[config.mk]
export PLATFORM = sky130hd
export DESIGN_NAME = rom_writer_flat
export DESIGN_NICKNAME = d
export VERILOG_FILES = /design/src/rtl/rom_writer_if.sv /design/src/rtl/rom_writer.sv /design/src/flat_wrapper.sv
export SDC_FILE = /design/constraint.sdc
export NUM_CORES = 1
export LEC_CHECK = 0
export BUFFER_PORTS_ARGS = -buffer_cell sky130_fd_sc_hd__buf_2
export CORE_UTILIZATION = 40
export DETAILED_ROUTE_END_ITERATION = 16
export PLACE_DENSITY = 0.71
export SYNTH_ARGS = -nofsm -noshare
export SYNTH_HDL_FRONTEND = slang
export SYNTH_SLANG_ARGS = --single-unit
[constraint.sdc]
create_clock -name clk -period 5.38 [get_ports clk]
set_input_delay 0.269 -clock clk [delete_from_list [all_inputs] [get_ports clk]]
set_output_delay 0.269 -clock clk [all_outputs]
set_load 0.02 [all_outputs]
[src/rtl/rom_writer_if.sv]
// Host-side request/response bundle for the EEPROM word writer.
// The loader drives the request fields; the writer answers with ready,
// the done/err completion pulses and the busy flag.
interface rom_writer_if;
    logic        wr_valid;
    logic        wr_ready;
    logic [12:0] wr_addr;
    logic [31:0] wr_data;
    logic [3:0]  wr_be;
    logic        done;
    logic        err;
    logic        busy;

    modport master (
        output wr_valid, wr_addr, wr_data, wr_be,
        input  wr_ready, done, err, busy
    );

    modport slave (
        input  wr_valid, wr_addr, wr_data, wr_be,
        output wr_ready, done, err, busy
    );
endinterface

[src/rtl/rom_writer.sv]
// Byte-write programmer for the four byte-lane AT28C256 EEPROMs behind the
// instruction fetch path. One accepted 32-bit word becomes one parallel
// byte-write cycle on every enabled lane. Completion is found by DATA polling
// on DQ7 of each enabled lane, bounded by a cycle-count timeout.
// All outputs are registered and updated together with the state register.
module rom_writer #(
    parameter int SETUP_CYC = 2,
    parameter int PULSE_CYC = 4,
    parameter int POLL_GAP  = 2,
    parameter int TIMEOUT   = 20000
) (
    input  logic               clk,
    input  logic               rst_flag,
    rom_writer_if.slave        bus,
    output logic [59:0]        rom_addr,
    output logic [3:0]         rom_ce,
    output logic               rom_oe,
    output logic               rom_we,
    output logic [31:0]        dq_out,
    output logic               dq_oe,
    input  logic [31:0]        dq_in
);

    localparam int CW = 8;
    localparam int TW = $clog2(TIMEOUT + 1);

    localparam logic [CW-1:0] SETUP_LAST = CW'(SETUP_CYC - 1);
    localparam logic [CW-1:0] PULSE_LAST = CW'(PULSE_CYC - 1);
    localparam logic [CW-1:0] GAP_LAST   = CW'(POLL_GAP - 1);
    localparam logic [TW-1:0] TMO_LAST   = TW'(TIMEOUT - 1);

    typedef enum logic [2:0] {
        ST_IDLE  = 3'd0,
        ST_SETUP = 3'd1,
        ST_PULSE = 3'd2,
        ST_HOLD  = 3'd3,
        ST_POLL  = 3'd4,
        ST_RECOV = 3'd5,
        ST_DONE  = 3'd6,
        ST_ERR   = 3'd7
    } state_t;

    state_t          state_r;
    logic [CW-1:0]   cnt_r;
    logic [TW-1:0]   tmo_r;
    logic [31:0]     data_r;
    logic [3:0]      be_r;

    logic            wr_ready_r;
    logic            done_r;
    logic            err_r;
    logic            busy_r;
    logic [59:0]     rom_addr_r;
    logic [3:0]      rom_ce_r;
    logic            rom_oe_r;
    logic            rom_we_r;
    logic [31:0]     dq_out_r;
    logic            dq_oe_r;

    logic            poll_ok_s;

    // DATA polling: each enabled lane must echo the true DQ7 of the byte
    // being programmed; disabled lanes never block completion.
    function automatic logic dq7_match(input logic [31:0] rd,
                                       input logic [31:0] wd,
                                       input logic [3:0]  be);
        logic ok;
        ok = 1'b1;
        for (int i = 0; i < 4; i++) begin
            if (be[i] && (rd[8*i+7] != wd[8*i+7])) begin
                ok = 1'b0;
            end else begin
                ok = ok;
            end
        end
        return ok;
    endfunction

    // Evaluate the poll result for the current read-back.
    always_comb begin
        poll_ok_s = 1'b0;
        poll_ok_s = dq7_match(dq_in, data_r, be_r);
    end

    // Write sequencer: state, counters, latched request and all pin outputs.
    always_ff @(posedge clk) begin
        if (!rst_flag) begin
            state_r    <= ST_IDLE;
            cnt_r      <= '0;
            tmo_r      <= '0;
            data_r     <= 32'h0000_0000;
            be_r       <= 4'h0;
            wr_ready_r <= 1'b0;
            done_r     <= 1'b0;
            err_r      <= 1'b0;
            busy_r     <= 1'b0;
            rom_addr_r <= 60'h0;
            rom_ce_r   <= 4'hF;
            rom_oe_r   <= 1'b1;
            rom_we_r   <= 1'b1;
            dq_out_r   <= 32'h0000_0000;
            dq_oe_r    <= 1'b0;
        end else begin
            done_r <= 1'b0;
            err_r  <= 1'b0;
            case (state_r)
                ST_IDLE: begin
                    wr_ready_r <= 1'b1;
                    if (bus.wr_valid && wr_ready_r) begin
                        wr_ready_r <= 1'b0;
                        busy_r     <= 1'b1;
                        data_r     <= bus.wr_data;
                        be_r       <= bus.wr_be;
                        dq_out_r   <= bus.wr_data;
                        rom_addr_r <= {bus.wr_addr, 2'd3, bus.wr_addr, 2'd2,
                                       bus.wr_addr, 2'd1, bus.wr_addr, 2'd0};
                        cnt_r      <= '0;
                        tmo_r      <= '0;
                        if (bus.wr_be == 4'h0) begin
                            // Nothing to program: report completion at once.
                            state_r <= ST_DONE;
                            done_r  <= 1'b1;
                        end else begin
                            state_r  <= ST_SETUP;
                            rom_ce_r <= ~bus.wr_be;
                            dq_oe_r  <= 1'b1;
                            rom_we_r <= 1'b1;
                            rom_oe_r <= 1'b1;
                        end
                    end else begin
                        state_r <= ST_IDLE;
                    end
                end

                ST_SETUP: begin
                    if (cnt_r == SETUP_LAST) begin
                        cnt_r    <= '0;
                        state_r  <= ST_PULSE;
                        rom_we_r <= 1'b0;
                    end else begin
                        cnt_r <= cnt_r + CW'(1);
                    end
                end

                ST_PULSE: begin
                    if (cnt_r == PULSE_LAST) begin
                        cnt_r    <= '0;
                        state_r  <= ST_HOLD;
                        rom_we_r <= 1'b1;
                    end else begin
                        cnt_r <= cnt_r + CW'(1);
                    end
                end

                ST_HOLD: begin
                    // Release the bus before turning the chips around for reads.
                    state_r  <= ST_POLL;
                    dq_oe_r  <= 1'b0;
                    rom_oe_r <= 1'b0;
                    cnt_r    <= '0;
                    tmo_r    <= '0;
                end

                ST_POLL: begin
                    if (cnt_r == GAP_LAST) begin
                        cnt_r <= '0;
                        if (poll_ok_s) begin
                            state_r  <= ST_DONE;
                            done_r   <= 1'b1;
                            rom_ce_r <= 4'hF;
                            rom_oe_r <= 1'b1;
                        end else if (tmo_r == TMO_LAST) begin
                            state_r  <= ST_ERR;
                            err_r    <= 1'b1;
                            rom_ce_r <= 4'hF;
                            rom_oe_r <= 1'b1;
                        end else begin
                            // Deassert oe for one cycle so the next read is a fresh access.
                            state_r  <= ST_RECOV;
                            rom_oe_r <= 1'b1;
                            tmo_r    <= tmo_r + TW'(1);
                        end
                    end else if (tmo_r == TMO_LAST) begin
                        cnt_r    <= '0;
                        state_r  <= ST_ERR;
                        err_r    <= 1'b1;
                        rom_ce_r <= 4'hF;
                        rom_oe_r <= 1'b1;
                    end else begin
                        cnt_r <= cnt_r + CW'(1);
                        tmo_r <= tmo_r + TW'(1);
                    end
                end

                ST_RECOV: begin
                    if (tmo_r == TMO_LAST) begin
                        state_r  <= ST_ERR;
                        err_r    <= 1'b1;
                        rom_ce_r <= 4'hF;
                        rom_oe_r <= 1'b1;
                    end else begin
                        state_r  <= ST_POLL;
                        rom_oe_r <= 1'b0;
                        tmo_r    <= tmo_r + TW'(1);
                    end
                end

                ST_DONE, ST_ERR: begin
                    state_r    <= ST_IDLE;
                    busy_r     <= 1'b0;
                    wr_ready_r <= 1'b1;
                    rom_ce_r   <= 4'hF;
                    rom_oe_r   <= 1'b1;
                    rom_we_r   <= 1'b1;
                    dq_oe_r    <= 1'b0;
                end

                default: begin
                    state_r    <= ST_IDLE;
                    busy_r     <= 1'b0;
                    wr_ready_r <= 1'b0;
                    rom_ce_r   <= 4'hF;
                    rom_oe_r   <= 1'b1;
                    rom_we_r   <= 1'b1;
                    dq_oe_r    <= 1'b0;
                    cnt_r      <= '0;
                    tmo_r      <= '0;
                end
            endcase
        end
    end

    assign bus.wr_ready = wr_ready_r;
    assign bus.done     = done_r;
    assign bus.err      = err_r;
    assign bus.busy     = busy_r;
    assign rom_addr     = rom_addr_r;
    assign rom_ce       = rom_ce_r;
    assign rom_oe       = rom_oe_r;
    assign rom_we       = rom_we_r;
    assign dq_out       = dq_out_r;
    assign dq_oe        = dq_oe_r;

endmodule

[src/flat_wrapper.sv]
// flat-port wrapper written by rule: the top's interface ports become plain ports
module rom_writer_flat 
#(
    parameter int SETUP_CYC = 2,
    parameter int PULSE_CYC = 4,
    parameter int POLL_GAP  = 2,
    parameter int TIMEOUT   = 20000
)
  (clk, rst_flag, rom_addr, rom_ce, rom_oe, rom_we, dq_out, dq_oe, dq_in, bus_wr_valid, bus_wr_addr, bus_wr_data, bus_wr_be, bus_wr_ready, bus_done, bus_err, bus_busy);
  rom_writer_if bus_i ();
  input  logic clk;
  input  logic rst_flag;
  output logic [59:0] rom_addr;
  output logic [3:0] rom_ce;
  output logic rom_oe;
  output logic rom_we;
  output logic [31:0] dq_out;
  output logic dq_oe;
  input  logic [31:0] dq_in;
  input wire logic [$bits(bus_i.wr_valid)-1:0] bus_wr_valid;
  input wire logic [$bits(bus_i.wr_addr)-1:0] bus_wr_addr;
  input wire logic [$bits(bus_i.wr_data)-1:0] bus_wr_data;
  input wire logic [$bits(bus_i.wr_be)-1:0] bus_wr_be;
  output wire logic [$bits(bus_i.wr_ready)-1:0] bus_wr_ready;
  output wire logic [$bits(bus_i.done)-1:0] bus_done;
  output wire logic [$bits(bus_i.err)-1:0] bus_err;
  output wire logic [$bits(bus_i.busy)-1:0] bus_busy;
  assign bus_i.wr_valid = bus_wr_valid;
  assign bus_i.wr_addr = bus_wr_addr;
  assign bus_i.wr_data = bus_wr_data;
  assign bus_i.wr_be = bus_wr_be;
  assign bus_wr_ready = bus_i.wr_ready;
  assign bus_done = bus_i.done;
  assign bus_err = bus_i.err;
  assign bus_busy = bus_i.busy;
  rom_writer #(.SETUP_CYC(SETUP_CYC), .PULSE_CYC(PULSE_CYC), .POLL_GAP(POLL_GAP), .TIMEOUT(TIMEOUT)) u_core (.clk(clk), .rst_flag(rst_flag), .bus(bus_i), .rom_addr(rom_addr), .rom_ce(rom_ce), .rom_oe(rom_oe), .rom_we(rom_we), .dq_out(dq_out), .dq_oe(dq_oe), .dq_in(dq_in));
endmodule
Word-level counts from Yosys, hierarchy flattened
Cells that the tools add are included.

word-level totals
  output and inout port bits = 103
  bits in registers = 129

operators by class
  muxes and demuxes = 53
  $add $sub $neg = 2
  bitwise logic cells = 1
  reduce and logical (&&, ||, !) cells = 25
  equality and inequality tests = 20

operators with widths
  operator                                                count
  2-to-1 mux 15 bit                                       4
  one-hot mux 15 bit (4 select lines)                     1
  2-to-1 mux 8 bit                                        5
  one-hot mux 8 bit (5 select lines)                      1
  2-to-1 mux 3 bit                                        7
  one-hot mux 3 bit (7 select lines)                      1
  2-to-1 mux 4 bit                                        5
  2-to-1 mux 1 bit                                        19
  one-hot mux 4 bit (4 select lines)                      1
  adder 15 x 1 -> 15 bit (second input constant)          1
  == test 15 bit (second input constant)                  1
  == test 3 bit (second input constant)                   4
  AND reduction 3 bit                                     4
  nonzero test 4 bit                                      3
  one-hot mux 1 bit (2 select lines)                      5
  nonzero test 5 bit                                      2
  adder 8 x 1 -> 8 bit (second input constant)            1
  == test 8 x 1 -> 1 bit (second input constant)          1
  == test 8 x 2 -> 1 bit (second input constant)          1
  == test 3 x 2 -> 1 bit (second input constant)          2
  inequality test 2 x 1 -> 1 bit (second input constant)  3
  AND reduction 2 bit                                     3
  logical AND 1 bit                                       5
  one-hot mux 1 bit (5 select lines)                      1
  15 further kinds                                        20

Depth between registers and ports, before layout
Gate-level depths: netlist of the first run.

  depth after elaboration = 9
  depth in mapped cells = 10
  depth with buffers taken out = 8

Least setup slack after synthesis of the first run
OpenSTA, ideal clock, no wires.

  path type = reg-to-reg
  start = register u_core.tmo_r[0]
  end = register u_core.tmo_r[13]
  arrival = 1959 ps
  library setup time = 138 ps
  setup slack = 3283 ps
  cell stages (with the launch flop) = 9
  clock period less this slack = 2097 ps
  required time = 5242 ps
  cell sequence = dfxtp_1 -> ha_1 -> nor4bb_1 -> and4_1 -> clkbuf_1 -> nor3_1 -> a211oi_1 -> or3_1 -> a21oi_1

on the way
  longest elaborated chain between the ends = 5
  elaborated cells on any way between the ends = 6
  those cells by class = 1 x add/sub; 1 x eq/ne; 4 x mux

ends and longest elaborated chain
  what                                                      line                                                     source
  start: declaration                                        rom_writer.sv:45                                         logic [TW-1:0] tmo_r;
  start signal: assignment                                  rom_writer.sv:181                                        tmo_r <= tmo_r + TW'(1);
  start signal: assignment                                  rom_writer.sv:191                                        tmo_r <= tmo_r + TW'(1);
  start signal: assignment                                  rom_writer.sv:204                                        tmo_r <= tmo_r + TW'(1);
  adder 15 x 1 -> 15 bit or == test 15 bit (tied branches)  n/a
  2-to-1 mux 15 bit (*)                                     rom_writer.sv:172, rom_writer.sv:183, rom_writer.sv:196
  2-to-1 mux 15 bit                                         rom_writer.sv:167                                        if (poll_ok_s) begin
  2-to-1 mux 15 bit                                         rom_writer.sv:165                                        if (cnt_r == GAP_LAST) begin
  one-hot mux 15 bit (4 select lines) (*)                   rom_writer.sv:106                                        case (state_r)

Every way passes the cells marked *; elsewhere a longest branch is shown, timed or not. The select of a mux whose other input is x is not followed.
A chain may end at the register's enable or synchronous reset.

Final worst setup path of the first run
Same ends and word-level chain as after synthesis.

==> results.cfg, run 1 <==
[status]
status = completed

[logic_synthesis]
synthSimpleGateAreaFrac_pct = 24.06
yosysTopAreaCellShare_pct = 41.24
synthAdderAreaFrac_pct = 0.8889
synth_edf_count = 0
ys_ff_latch = 87
synth_top_family_by_area = simple AND/OR/NAND/NOR gates
synth.area.top_cells = dfxtp_1 (41%), nand2_1 (12%), a21boi_0 (9.1%)
synth_xor_area_share_pct = 2.281
yosysMostFrequentCell = nand2_1
syn-instance-count = 518
synth_compound_area_share_pct = 19.32
yosys_warnings = 0
synth_largest_area_cell = dfxtp_1
yosysSeqAreaShare_pct = 41.24
synthArstFlopShare_pct = 0
synth.area.mux_share_pct = 0.2370
postSynthAreaPerCell_um2 = 8.152
synth_cell_type_count = 53
syn_area_um2 = 4223
synth_flop_cell = dfxtp_1
synth.top_cells.by_count = nand2_1 (133), dfxtp_1 (87), a21boi_0 (51)

[routing]
first_pass_iters = 5
m1WireLength_um = 4376
highest_layer = met4
drc_errors = 0
postRouteAntennaNets = 0
via_per_inst = 5.007
wl_met2_um = 4689
dr_total_vias = 3765
post_drt_wl_per_cell_um = 12.74
finalWirelength_um = 9584
wl_met3_um = 459
drtIter0Drc = 277

[critical_path]
crit_type = flip-flop to flip-flop
timing.rr.end = u_core.tmo_r[13]
worstSetupEndpointType = flip-flop
rr_startpoint = u_core.tmo_r[0]
critPathLaunchType = flip-flop
rrSetupSlack_ns = 2.68
cp_max_fo = 8
r2r_cells = 7
worstPathArrival_ns = 2.92
cp.required_ns = 5.59

[cts]
cts_resized = 0
cts_setup_buffers = 0
htreeDepth = 3
cts_tree = done
clk_latency_ns = 0.36
clk_pin_slew_ns = 0.09
cts-hold-fix-buffers = 0
cts-buffers-inserted = 9
cts_root_buffer = clkbuf_8
clockBufferDepth = 2
cts_sinks = 87

[power_and_ir_drop]
peakVddDrop_v = 0.0001450
power.density_nw_per_um2 = 399.7
power.total_mw = 1.960
p_leak_nw = 2.122

[grt]
grt_pass1_wl_um = 15930
grt_max_degree = 67
grtUsageTotal_pct = 17.93
antenna_found_initial = 0
grt_pass1_vias = 3352
grt_overflow_total = 0

[sta]
period_share_pct = 50.25
tightest_slew_ns = 1.091
report.final.slew_viol_count = 0
rsz0062_at_grt = false
setup_viol = 0
finClkSkew_ns = 0.01125
fin_crit_ns = 2.704
tns_ns = 0
maxSlewHeadroom_pct = 27.10
fmax_mhz = 369.9
whs_ns = 0.1522
hold_viol = 0

[floorplan]
ioPinCount = 187
start_util_pct = 41.09
fp-row-count = 37
dieArea_um2 = 10970
core-area_um2 = 10280
die_h_um = 104.7
die_x_um = 104.7

[min_path]
min_from = bus_wr_data[7]
min_to = u_core.data_r[7]
hold_class = input pin to flip-flop
whs_path_depth = 3

[placement]
globalplace.congestion = 0.8140
port_buffers = 154
dp_hpwl_um = 6808

[flow_run]
maxCapViolCount = 0

[cells_and_area]
drive_gt1_share_pct = 30.36
nets = 698
antenna_cells = 0
n_fill_cell = 1016
synthToLayoutAreaGrowth_pct = 16.09
==> worst max-delay path, stage by stage, from the launching register on <==
cell and delay (ns):
dfxtp_1 0.46, ha_1 0.36, nor4bb_1 0.40, and4_1 0.39, nor3_1 0.09, a211oi_1 0.61
or3_1 0.20, a21oi_1 0.06
==> cell usage in the layout (no fill, tap or decap), drive strengths merged, types with 4 or more instances in the layout <==
| master | instances |
|---|---|
| a21boi | 51 |
| a21oi | 24 |
| a22oi | 4 |
| and3 | 5 |
| buf | 154 |
| clkbuf | 9 |
| conb | 4 |
| dfxtp | 87 |
| inv | 7 |
| nand2 | 133 |
| nand2b | 5 |
| nand3 | 9 |
| nand4 | 5 |
| nor2 | 22 |
| nor3 | 6 |
| o21ai | 22 |
| or3 | 12 |
| or4 | 5 |
| xnor2 | 4 |
| xor2 | 7 |
==> registers in the layout, summed over array words and instances, names as in the netlist <==
name                 flops
u_core.data_r           32
u_core.rom_ce            4
u_core.be_r              4
u_core.rom_addr         14
u_core.rom_we            1
u_core.bus.busy          1
u_core.state_r           3
u_core.bus.err           1
u_core.cnt_r             8
u_core.rom_oe            1
u_core.bus.done          1
u_core.dq_oe             1
u_core.bus.wr_ready      1
u_core.tmo_r            15
==> worst max path at each step <==
stage                          startpoint          endpoint  slack [ns]  cells after the start
after global placement    u_core.tmo_r[0]  u_core.tmo_r[13]        2.78                      7
final                     u_core.tmo_r[0]  u_core.tmo_r[13]        2.68                      7
after floorplan           u_core.tmo_r[0]  u_core.tmo_r[13]        3.28                      8
after detailed placement  u_core.tmo_r[0]   u_core.tmo_r[3]        2.71                      7
after global routing      u_core.tmo_r[0]   u_core.tmo_r[5]        2.49                      7
after CTS                 u_core.tmo_r[0]  u_core.tmo_r[13]        2.69                      7
==> power by group <==
group	switching (mW)	total, mW	internal, mW
clock network	0.245	0.464	0.219
logic	0.452	0.668	0.216
registers	0.0925	0.827	0.735
total	0.790	1.96	1.17
==> area by class of cell <==
cell class	instances	area [um2]	area share, %
Clock buffer	9	123.9	2.527
Tap cell	136	170.2	3.471
Timing Repair Buffer	154	770.7	15.72
Clock inverter	7	78.83	1.608
Sequential cell	87	1742	35.53
Multi-Input combinational cell	354	1998	40.76
Inverter	5	18.77	0.3828
==> cells by family after synthesis <==
family	after synthesis
XOR/XNOR	11
AND/OR/NAND/NOR	219
flip-flops	87
other	1
multiplexers	1
buffers and inverters	80
adder cells (fa/ha/maj)	3
AO/OA/AOI/OAI	116
==> layer usage <==
| metal | track usage (%) | vias to the layer above |
|---|---|---|
| met3 | 4.429 | 6 |
| met1 | 21.81 | 1753 |
| met2 | 31.08 | 110 |
| li1 | - | 1896 |
| met4 | 5.433 | 0 |
| met5 | 0 | - |
==> stage by stage <==
step                      setup WS (ns)  area, um2  instances  util (%)
after floorplan                   3.283       4234        521         -
after global placement            2.782       4700        736     45.73
after detailed placement          2.714       4700        736     45.73
after CTS                         2.695       4902        752     47.70
after global routing              2.491       4902        752     47.70
final                             2.676       4902        752     47.70
(Power assumes the default switching activity.)
==> inputs of run 2 (changes only) <==
--- a/config.mk
+++ b/config.mk
@@ -5,6 +5,7 @@
 export SDC_FILE = /design/constraint.sdc
 export NUM_CORES = 1
 export LEC_CHECK = 0
+export ABC_AREA = 1
 export BUFFER_PORTS_ARGS = -buffer_cell sky130_fd_sc_hd__buf_2
 export CORE_UTILIZATION = 40
 export DETAILED_ROUTE_END_ITERATION = 16
==> constraint.sdc (replaced) <==
create_clock -name clk -period 2.5 [get_ports clk]
set_input_delay 0.125 -clock clk [delete_from_list [all_inputs] [get_ports clk]]
set_output_delay 0.125 -clock clk [all_outputs]
set_load 0.02 [all_outputs]
==> results.cfg, run 2 <==
[floorplan]
core-area_um2 = 10890
dieArea_um2 = 11630
die_x_um = 107.8
fp-row-count = 38
start_util_pct = 41.14
die_h_um = 107.8
ioPinCount = 187

[min_path]
whs_path_depth = 3
hold_class = input pin to flip-flop

[cts]
cts-buffers-inserted = 9
htreeDepth = 3
cts-hold-fix-buffers = 36
cts_tree = done
cts_root_buffer = clkbuf_8
clk_latency_ns = 0.36
clk_pin_slew_ns = 0.10
cts_setup_buffers = 0
cts_sinks = 87
cts_resized = 0
clockBufferDepth = 2

[logic_synthesis]
synth.area.top_cells = dfxtp_1 (39%), nand2_1 (16%), a21oi_1 (8.3%)
synth.top_cells.by_count = nand2_1 (196), dfxtp_1 (87), a21oi_1 (74)
synth_cell_type_count = 35
synth_largest_area_cell = dfxtp_1
synth_xor_area_share_pct = 1.173
synth_compound_area_share_pct = 10.36
syn_area_um2 = 4479
synth_flop_cell = dfxtp_1
synthAdderAreaFrac_pct = 0.8380
synth.area.mux_share_pct = 0
yosysSeqAreaShare_pct = 38.88
yosysMostFrequentCell = nand2_1
synth_top_family_by_area = simple AND/OR/NAND/NOR gates
synthSimpleGateAreaFrac_pct = 32.93
synthArstFlopShare_pct = 0
syn-instance-count = 648
yosysTopAreaCellShare_pct = 38.88
synth_edf_count = 0
yosys_warnings = 0
ys_ff_latch = 87
postSynthAreaPerCell_um2 = 6.912

[cells_and_area]
regMostFlops = u_core.data_r
final_util_pct = 51.30
antenna_cells = 0
largest_reg_flops = 32
synthToLayoutAreaGrowth_pct = 24.69
layout_commonest_cell = nand2_1
nets = 874
drive_gt1_share_pct = 25.25
final_cell_mix = nand2_1 (195), buf_2 (154), dfxtp_1 (87), a21oi_1 (74), nor2_1 (59)
stdcell_area_um2 = 5585

[critical_path]
crit_type = flip-flop to flip-flop
worstSetupEndpointType = flip-flop
path_delay_family = simple AND/OR/NAND/NOR gates
critPathMaxStageDelay_ns = 0.46
r2r_cells = 12
crit_buf_inv = 3
crit_chain = ha_1 -> nand2_1 -> inv_1 -> nand2_1 -> nor2_2 -> nand3_2 -> nand2_1 -> inv_2 -> nand2_4 -> inv_1 -> nor2_1 -> nor2_1
critPathLaunchType = flip-flop
cp.required_ns = 2.76
cp.depth = 12
crit_path_frequent_cell = nand2_1
critical_path.slowest_cell = dfxtp_1
worstPathArrival_ns = 2.23
cp_max_fo = 15

[placement]
port_buffers = 154
post-place-ws_ns = 0.5576
dp_hpwl_um = 7603
globalplace.congestion = 0.8460
place_area_um2 = 4996

[routing]
postRouteAntennaNets = 0
first_pass_iters = 4
via_per_inst = 4.784
drtIter0Drc = 308
finalWirelength_um = 11370
dr_total_vias = 4459
post_drt_wl_per_cell_um = 12.20
drc_errors = 0

[power_and_ir_drop]
peakVddDrop_v = 0.0005006
p_leak_nw = 2.556
switching_share_pct = 41.54
p_sw_mw = 1.999
p_seq_share_pct = 37.1
power.density_nw_per_um2 = 861.4
p_int_mw = 2.813
pwr-share-comb_pct = 39.9
clkPwrFrac_pct = 23.0

[sta]
finClkSkew_ns = 0.01061
setup_viol = 0
maxSlewHeadroom_pct = 51.04
rsz0062_at_grt = false
finalWorstSetupSlack_ns = 0.5264
whs_ns = 0.01762
fin_crit_ns = 1.974
fmax_mhz = 506.7
period_share_pct = 78.94
report.final.slew_viol_count = 0
tns_ns = 0
hold_viol = 0
tightest_slew_ns = 0.7334

[grt]
grt_overflow_total = 0
grtUsageTotal_pct = 19.47
antenna_found_initial = 0
grt_pass1_vias = 3885
grt_pass1_wl_um = 18010
grt_max_degree = 41

[flow_run]
maxCapViolCount = 0

[status]
status = completed
[run 2: cell types whose count changed after synthesis, moves of 6 or more]
cell	change
a21boi_0	-51
a21oi_1	+56
buf_2	+6
clkbuf_1	-14
inv_1	+41
nand2_1	+63
nand3_1	+34
nand4_1	+7
nor2_1	+37
or3_1	-12
[run 2: final cells by class]
class | instances | area (um2)
multi-input combinational | 440 | 2047
inverter | 53 | 203.9
tap | 140 | 175.2
timing repair buffer | 196 | 1189
clock inverter | 7 | 105.1
sequential | 87 | 1742
clock buffer | 9 | 123.9
fill | 1090 | 5303
[run 2: power by group through the flow]
stage	Sequential (mW)	Combinational, mW	Clock, mW
3_3_place_gp	1.81	1.86	0
4_1_cts	1.78	1.93	1.15
3_5_place_dp	1.81	1.88	0
5_1_grt	1.82	2.14	1.20
6_report	1.79	1.92	1.11
2_1_floorplan	1.97	1.36	0
[run 2: final timing paths]
| kind | slack (ns) | endpoint | startpoint |
|---|---|---|---|
| setup reg to reg | 0.53 | u_core.tmo_r[0] | u_core.tmo_r[0] |
| setup / recovery | 0.53 | u_core.tmo_r[0] | u_core.tmo_r[0] |
| hold / removal | 0.02 | u_core.rom_addr[58] | bus_wr_addr[11] |
| hold reg to reg | 0.47 | u_core.data_r[19] | u_core.data_r[19] |
[run 2: cell families (layout without fill, tap and decap cells)]
group	after synthesis	after routing
XOR/XNOR	6	6
AO/OA/AOI/OAI	90	90
AND/OR/NAND/NOR	337	337
flip-flops	87	87
adder cells (fa/ha/maj)	3	3
other	1	4
buffers and inverters	124	265
[run 2: per-stage QoR]
step | std cells | power [mW]
floorplan | 651 | 3.330
detailed placement | 880 | 3.686
finish | 932 | 4.811
CTS | 932 | 4.854
global route | 932 | 5.156
global placement | 880 | 3.668
[run 2: worst reg2reg max path, cell delays in order (launching register included)]
cell and delay (ns):
dfxtp_1 0.46, ha_1 0.28, nand2_1 0.09, inv_1 0.08, nand2_1 0.07, nor2_2 0.12
nand3_2 0.10, nand2_1 0.10, inv_2 0.14, nand2_4 0.19, inv_1 0.10, nor2_1 0.10
nor2_1 0.05
[run 2: routing by layer]
layer  part of all wire (%)  track usage [%]  wire length, um  vias to the layer above
met4                    1.8            5.969              210                        0
met3                    5.8            5.145              661                       17
met1                     43            23.31             4919                     1997
li1                       -                -                -                     2291
met2                     49            33.79             5576                      154
met5                      0                0                0                        -
